==> config.mk <==
export PLATFORM = sky130hd
export DESIGN_NAME = gshare_predictor
export DESIGN_NICKNAME = d
export VERILOG_FILES = /design/src/rtl/bp_pkg.sv /design/src/rtl/branch_history_reg.sv /design/src/rtl/gshare_predictor.sv
export SDC_FILE = /design/constraint.sdc
export NUM_CORES = 1
export LEC_CHECK = 0
export CAP_MARGIN = 20
export CORE_MARGIN = 2
export CORE_UTILIZATION = 42
export CTS_CLUSTER_SIZE = 30
export DETAILED_ROUTE_END_ITERATION = 10
export HOLD_SLACK_MARGIN = 0.08
export PLACE_DENSITY_LB_ADDON = 0.08
export SYNTH_ARGS = -nofsm -noshare
export SYNTH_HDL_FRONTEND = slang
export SYNTH_SLANG_ARGS = --single-unit
==> constraint.sdc <==
create_clock -name clk -period 10.5 [get_ports clk]
set_input_delay 2.625 -clock clk [delete_from_list [all_inputs] [get_ports clk]]
set_output_delay 2.625 -clock clk [all_outputs]
set_load 0.005 [all_outputs]
==> src/rtl/bp_pkg.sv <==
// -----------------------------------------------------------------------------
// bp_pkg
// Shared definitions for the gshare branch predictor:
//   HIST_W   - default global history / PHT index width
//   ctr_t    - 2-bit saturating direction counter
//   CTR_*    - the four counter states (strong/weak not-taken/taken)
//   ctr_update - saturating increment (taken) / decrement (not taken)
// -----------------------------------------------------------------------------
package bp_pkg;

  localparam int HIST_W = 7;

  typedef logic [1:0] ctr_t;

  localparam ctr_t CTR_SNT = 2'b00;
  localparam ctr_t CTR_WNT = 2'b01;
  localparam ctr_t CTR_WT  = 2'b10;
  localparam ctr_t CTR_ST  = 2'b11;

  // Move one step toward the resolved direction, holding at the extremes.
  function automatic ctr_t ctr_update(input ctr_t c, input logic taken);
    ctr_t r;
    r = c;
    if (taken) begin
      if (c != CTR_ST) r = c + 2'd1;
    end else begin
      if (c != CTR_SNT) r = c - 2'd1;
    end
    return r;
  endfunction

endpackage

==> src/rtl/branch_history_reg.sv <==
// -----------------------------------------------------------------------------
// branch_history_reg
// Global history register with misprediction-recovery priority.
//   clk, areset           - clock, asynchronous active-high reset (ghr -> 0)
//   predict_valid_i       - a prediction was made this cycle
//   predict_taken_i       - direction that prediction produced
//   train_valid_i         - a branch resolved this cycle
//   train_mispredicted_i  - that branch was mispredicted (ignored without valid)
//   train_taken_i         - resolved direction
//   train_history_i       - history captured when the branch was predicted
//   ghr_o                 - current global history (bit 0 = newest outcome)
// -----------------------------------------------------------------------------
module branch_history_reg #(
  parameter int HIST_W = bp_pkg::HIST_W
) (
  input  logic              clk,
  input  logic              areset,
  input  logic              predict_valid_i,
  input  logic              predict_taken_i,
  input  logic              train_valid_i,
  input  logic              train_mispredicted_i,
  input  logic              train_taken_i,
  input  logic [HIST_W-1:0] train_history_i,
  output logic [HIST_W-1:0] ghr_o
);
  import bp_pkg::*;

  logic [HIST_W-1:0] ghr_q;
  logic [HIST_W-1:0] ghr_d;

  // A misprediction rebuilds history from the snapshot taken at prediction
  // time plus the real outcome; any speculative shift from a prediction in
  // the same cycle is on the wrong path and is dropped.
  always_comb begin
    ghr_d = ghr_q;
    if (train_valid_i && train_mispredicted_i) begin
      ghr_d = {train_history_i[HIST_W-2:0], train_taken_i};
    end else if (predict_valid_i) begin
      ghr_d = {ghr_q[HIST_W-2:0], predict_taken_i};
    end
  end

  always_ff @(posedge clk or posedge areset) begin
    if (areset) begin
      ghr_q <= '0;
    end else begin
      ghr_q <= ghr_d;
    end
  end

  assign ghr_o = ghr_q;

endmodule

==> src/rtl/gshare_predictor.sv <==
// -----------------------------------------------------------------------------
// gshare_predictor
// Gshare direction predictor: a flop-based table of 2-bit counters indexed by
// PC XOR global history.
//   clk, areset          - clock, asynchronous active-high reset
//   predict_valid        - prediction request this cycle
//   predict_pc           - PC bits hashed into the index
//   predict_taken        - predicted direction (combinational, same cycle)
//   predict_history      - history used for this prediction (= ghr)
//   train_valid          - training update this cycle
//   train_taken          - resolved direction
//   train_mispredicted   - resolved direction differed from prediction
//   train_history        - history captured at prediction time
//   train_pc             - PC of the resolved branch
//
// Valid semantics: predict_valid and train_valid are single-cycle strobes with
// no back-pressure; each asserted cycle is consumed on that clock edge. When
// predict_valid is low the predict outputs carry no meaning.
// -----------------------------------------------------------------------------
module gshare_predictor #(
  parameter int HIST_W    = bp_pkg::HIST_W,
  parameter int PHT_DEPTH = 2 ** HIST_W
) (
  input  logic              clk,
  input  logic              areset,
  input  logic              predict_valid,
  input  logic [HIST_W-1:0] predict_pc,
  output logic              predict_taken,
  output logic [HIST_W-1:0] predict_history,
  input  logic              train_valid,
  input  logic              train_taken,
  input  logic              train_mispredicted,
  input  logic [HIST_W-1:0] train_history,
  input  logic [HIST_W-1:0] train_pc
);
  import bp_pkg::*;

  logic [HIST_W-1:0] ghr;
  logic [HIST_W-1:0] pred_idx;
  logic [HIST_W-1:0] train_idx;
  ctr_t              pht_q [PHT_DEPTH];
  ctr_t              train_ctr_d;

  assign pred_idx  = predict_pc ^ ghr;
  assign train_idx = train_pc ^ train_history;

  // Reads come straight from the flops, so a same-cycle train to the same
  // entry is only seen from the following cycle.
  assign predict_taken   = pht_q[pred_idx][1];
  assign predict_history = ghr;

  assign train_ctr_d = ctr_update(pht_q[train_idx], train_taken);

  // Flops rather than RAM so the whole table clears asynchronously.
  always_ff @(posedge clk or posedge areset) begin
    if (areset) begin
      for (int i = 0; i < PHT_DEPTH; i++) begin
        pht_q[i] <= CTR_WNT;
      end
    end else if (train_valid) begin
      pht_q[train_idx] <= train_ctr_d;
    end
  end

  branch_history_reg #(
    .HIST_W(HIST_W)
  ) u_bhr (
    .clk                  (clk),
    .areset               (areset),
    .predict_valid_i      (predict_valid),
    .predict_taken_i      (predict_taken),
    .train_valid_i        (train_valid),
    .train_mispredicted_i (train_mispredicted),
    .train_taken_i        (train_taken),
    .train_history_i      (train_history),
    .ghr_o                (ghr)
  );

endmodule
==> results.txt <==
Wirelength per Cell -> 22.8 µm
Worst Max-Slew Pin Slew -> 1.12 ns
Unrepaired setup endpoints after global routing -> no
Via/cell ratio -> 5.68
VDD IR max -> 152 µV
Synth Instances -> 1,578
Yosys cell types -> 50
CP Max Fanout -> 16
Hold_ws -> 0.460 ns
Top-count cell post-synth -> nand2_1
Switch Pwr -> 1.13 mW
ANT nets after route -> 0
Initial antenna violation count -> 0
Final WS setup -> 1.87 ns
Synth warnings -> 0
WL final -> 46.9 mm
NumNets Final -> 1,613
Die W -> 187 µm
Die ar. -> 34,800 µm²
Congestion Overflow GR -> 0
Hold Startpoint -> pht_q[38]
Synth top area cells -> dfrtp_1 24%, dfstp_2 24%, nand2_1 16%, o21ai_1 6.5%, mux4_2 3.4%
Lkg Pwr -> 5.92 nW
Top Metal Used -> met4
Worst R2R Start -> pht_q[102]
Max-capacitance violation count -> 0
Multi-input gate area -> 6720 µm²
H-tree Lvls -> 1
Clock group share of total power -> 0.319
Detail Placement HPWL -> 30.7 mm
Count of clock tree sinks -> 263
Post-synth EDFFs -> 0
Setup TNS -> 0 ns
Synth Cell Area -> 14,000 µm²
Cell taking the most area after synthesis -> dfrtp_1
Top cell type's share of synthesized area -> 0.241
Ratio of cells with drive above 1 in the final layout -> 0.188
Total internal power -> 2.14 mW
Commonest cells post-synth -> 591 x nand2_1, 181 x o21ai_1, 135 x dfrtp_1, 128 x dfstp_2, 91 x a21oi_1
Gpl congestion -> 0.904
Drt drc -> 0
Async S/R FF share, synth -> 1.00
Status -> complete, no violations
CTS tree -> yes
Ant diodes -> 0
Clock Tree Buf Depth -> 3
Min Tclk post-route -> 8.63 ns
Worst clock skew -> 0.0212 ns
Final Hold Viols -> 0
Root Buffer Master -> clkbuf_16
P&R area growth vs syn -> 11.6%
Worst Path Arrival -> 6.01 ns
I/O pins -> 35
Core Region -> 32,700 µm²
Switch share -> 0.345
Initial cell density of the core -> 0.428
Headroom to the max-slew limit -> 0.255
Setup-violating endpoint count in the final report -> 0
Row Count -> 66
Initial DRC count -> 994
Reg area -> 6740 µm²
Vias in the first global route -> 11.6k
CP Data Required Time -> 7.88 ns
Top FF cell, synth -> dfrtp_1
Resized Gates After CTS -> 0
Worst setup EP type -> output port
Net Count, Synth -> 1,605
WL met2 -> 21.6 mm
Pin count of the biggest net entering global routing -> 128
Syn Area/Cell -> 8.87 µm²
Vias -> 11.7k
Initial DRT Pass Iterations -> 8
Pre-CTS setup slack -> 1.71 ns
Crit path from -> predict_pc[2]
Yosys reg bits -> 263
Post-synthesis sequential area ratio -> 0.482
Die height -> 187 µm
Worst Setup Start Kind -> input port
Buffers on Ports -> 34
First-pass GRT wire length -> 72.1 mm
Combinational share of power -> 0.245
Max Clk Rate -> 116 MHz
WL met3 -> 3.04 mm
CTS clk-pin slew, worst paths -> 0.06 ns
Setup slack, reg-to-reg -> 6.44 ns
HP Class -> flip-flop to flip-flop
Sequential Power Share -> 0.436
TritonCTS buffer count -> 30
Hold-fix buffers, CTS -> 0
Max-slew violation count -> 0
Power Density -> 210 nW/µm²
Post-CTS Setup Inserts -> 0
Filler Cells Inserted -> 3,191
GRT Util Overall -> 0.270
Metal1 wirelength -> 20.6 mm
Crit Path Class -> input port to output port
Later-pin clock latency in the skew report -> 0.58 ns
Period utilization -> 0.822
path summary, 6_finish.rpt:
path / endpoint / cells past startpoint
worst max-delay path: predict_taken / 9
worst min-delay path: pht_q[38] / 2
worst max register to register: pht_q[105] / 9
worst min register to register: pht_q[38] / 2
max in group asynchronous: pht_q[59] / 3
min in group asynchronous: pht_q[61] / 2
flip-flops by register name, summed over array words and instances, names as in the netlist:
name,count
u_bhr.ghr_o,7
pht_q,256
through the flow:
step	utilization	cells	cell area (µm²)	power, mW
global placement	0.446	1994	14600	2.22
global route	0.477	2052	15600	3.43
finish	0.477	2052	15600	3.27
CTS	0.477	2051	15600	3.28
detailed placement	0.447	1995	14600	2.23
floorplan	-	1578	14000	1.99
cells in the final DEF (no fill, tap or decap), types with 8 or more instances in the layout:
master / count
o221ai_1: 14
o22ai_1: 8
nand3_1: 12
buf_4: 26
nand2_1: 591
clkbuf_16: 30
o21ai_0: 29
mux2_2: 11
xor2_1: 9
nor4_1: 18
clkdlybuf4s50_1: 34
dfstp_2: 128
mux4_2: 21
o21ai_2: 52
clkbuf_1: 9
a21oi_1: 91
a31oi_1: 18
a211oi_1: 9
mux2i_1: 32
inv_1: 11
nor2_1: 46
nor3_1: 10
o21ai_1: 181
dfrtp_1: 135
final cells by class:
class	count	area share
Sequential cell	263	0.432
Multi-Input combinational cell	1217	0.430
Clock buffer	46	0.0564
Timing Repair Buffer	62	0.0365
Tap cell	442	0.0354
Clock inverter	10	0.00609
Inverter	12	0.00337
worst max-delay path, stage by stage:
cell and delay (ns):
clkdlybuf4s50_1 0.58, xor2_1 0.20, nand2_1 0.57, a21oi_1 0.33
nor4_1 0.09, mux4_2 0.50, mux2i_1 0.31, mux2_2 0.27
clkdlybuf4s50_1 0.51
cells by family after synthesis:
kind of cell	count (synthesis)	synth area share
DFF	263	0.482
AOI/OAI and AO/OA	427	0.180
muxes	71	0.0787
xor gates and xnor gates	24	0.0180
adders and majority gates	2	0.00161
buffers and inverters	98	0.0449
and+or+nand+nor	693	0.195
per-layer routing:
metal,global-route usage,vias to the layer above
met5,0,-
met4,0.0928,0
met3,0.0378,91
met2,0.436,402
met1,0.374,5648
li1,-,5521
power by group through the flow:
stage,logic [mW],clock network (mW),registers (mW)
2_1_floorplan,0.608,0,1.38
4_1_cts,0.795,1.06,1.42
5_1_grt,0.883,1.10,1.45
3_5_place_dp,0.794,0,1.44
3_3_place_gp,0.782,0,1.44
6_report,0.802,1.04,1.43
No activity file was read; power rests on OpenSTA's default activity.
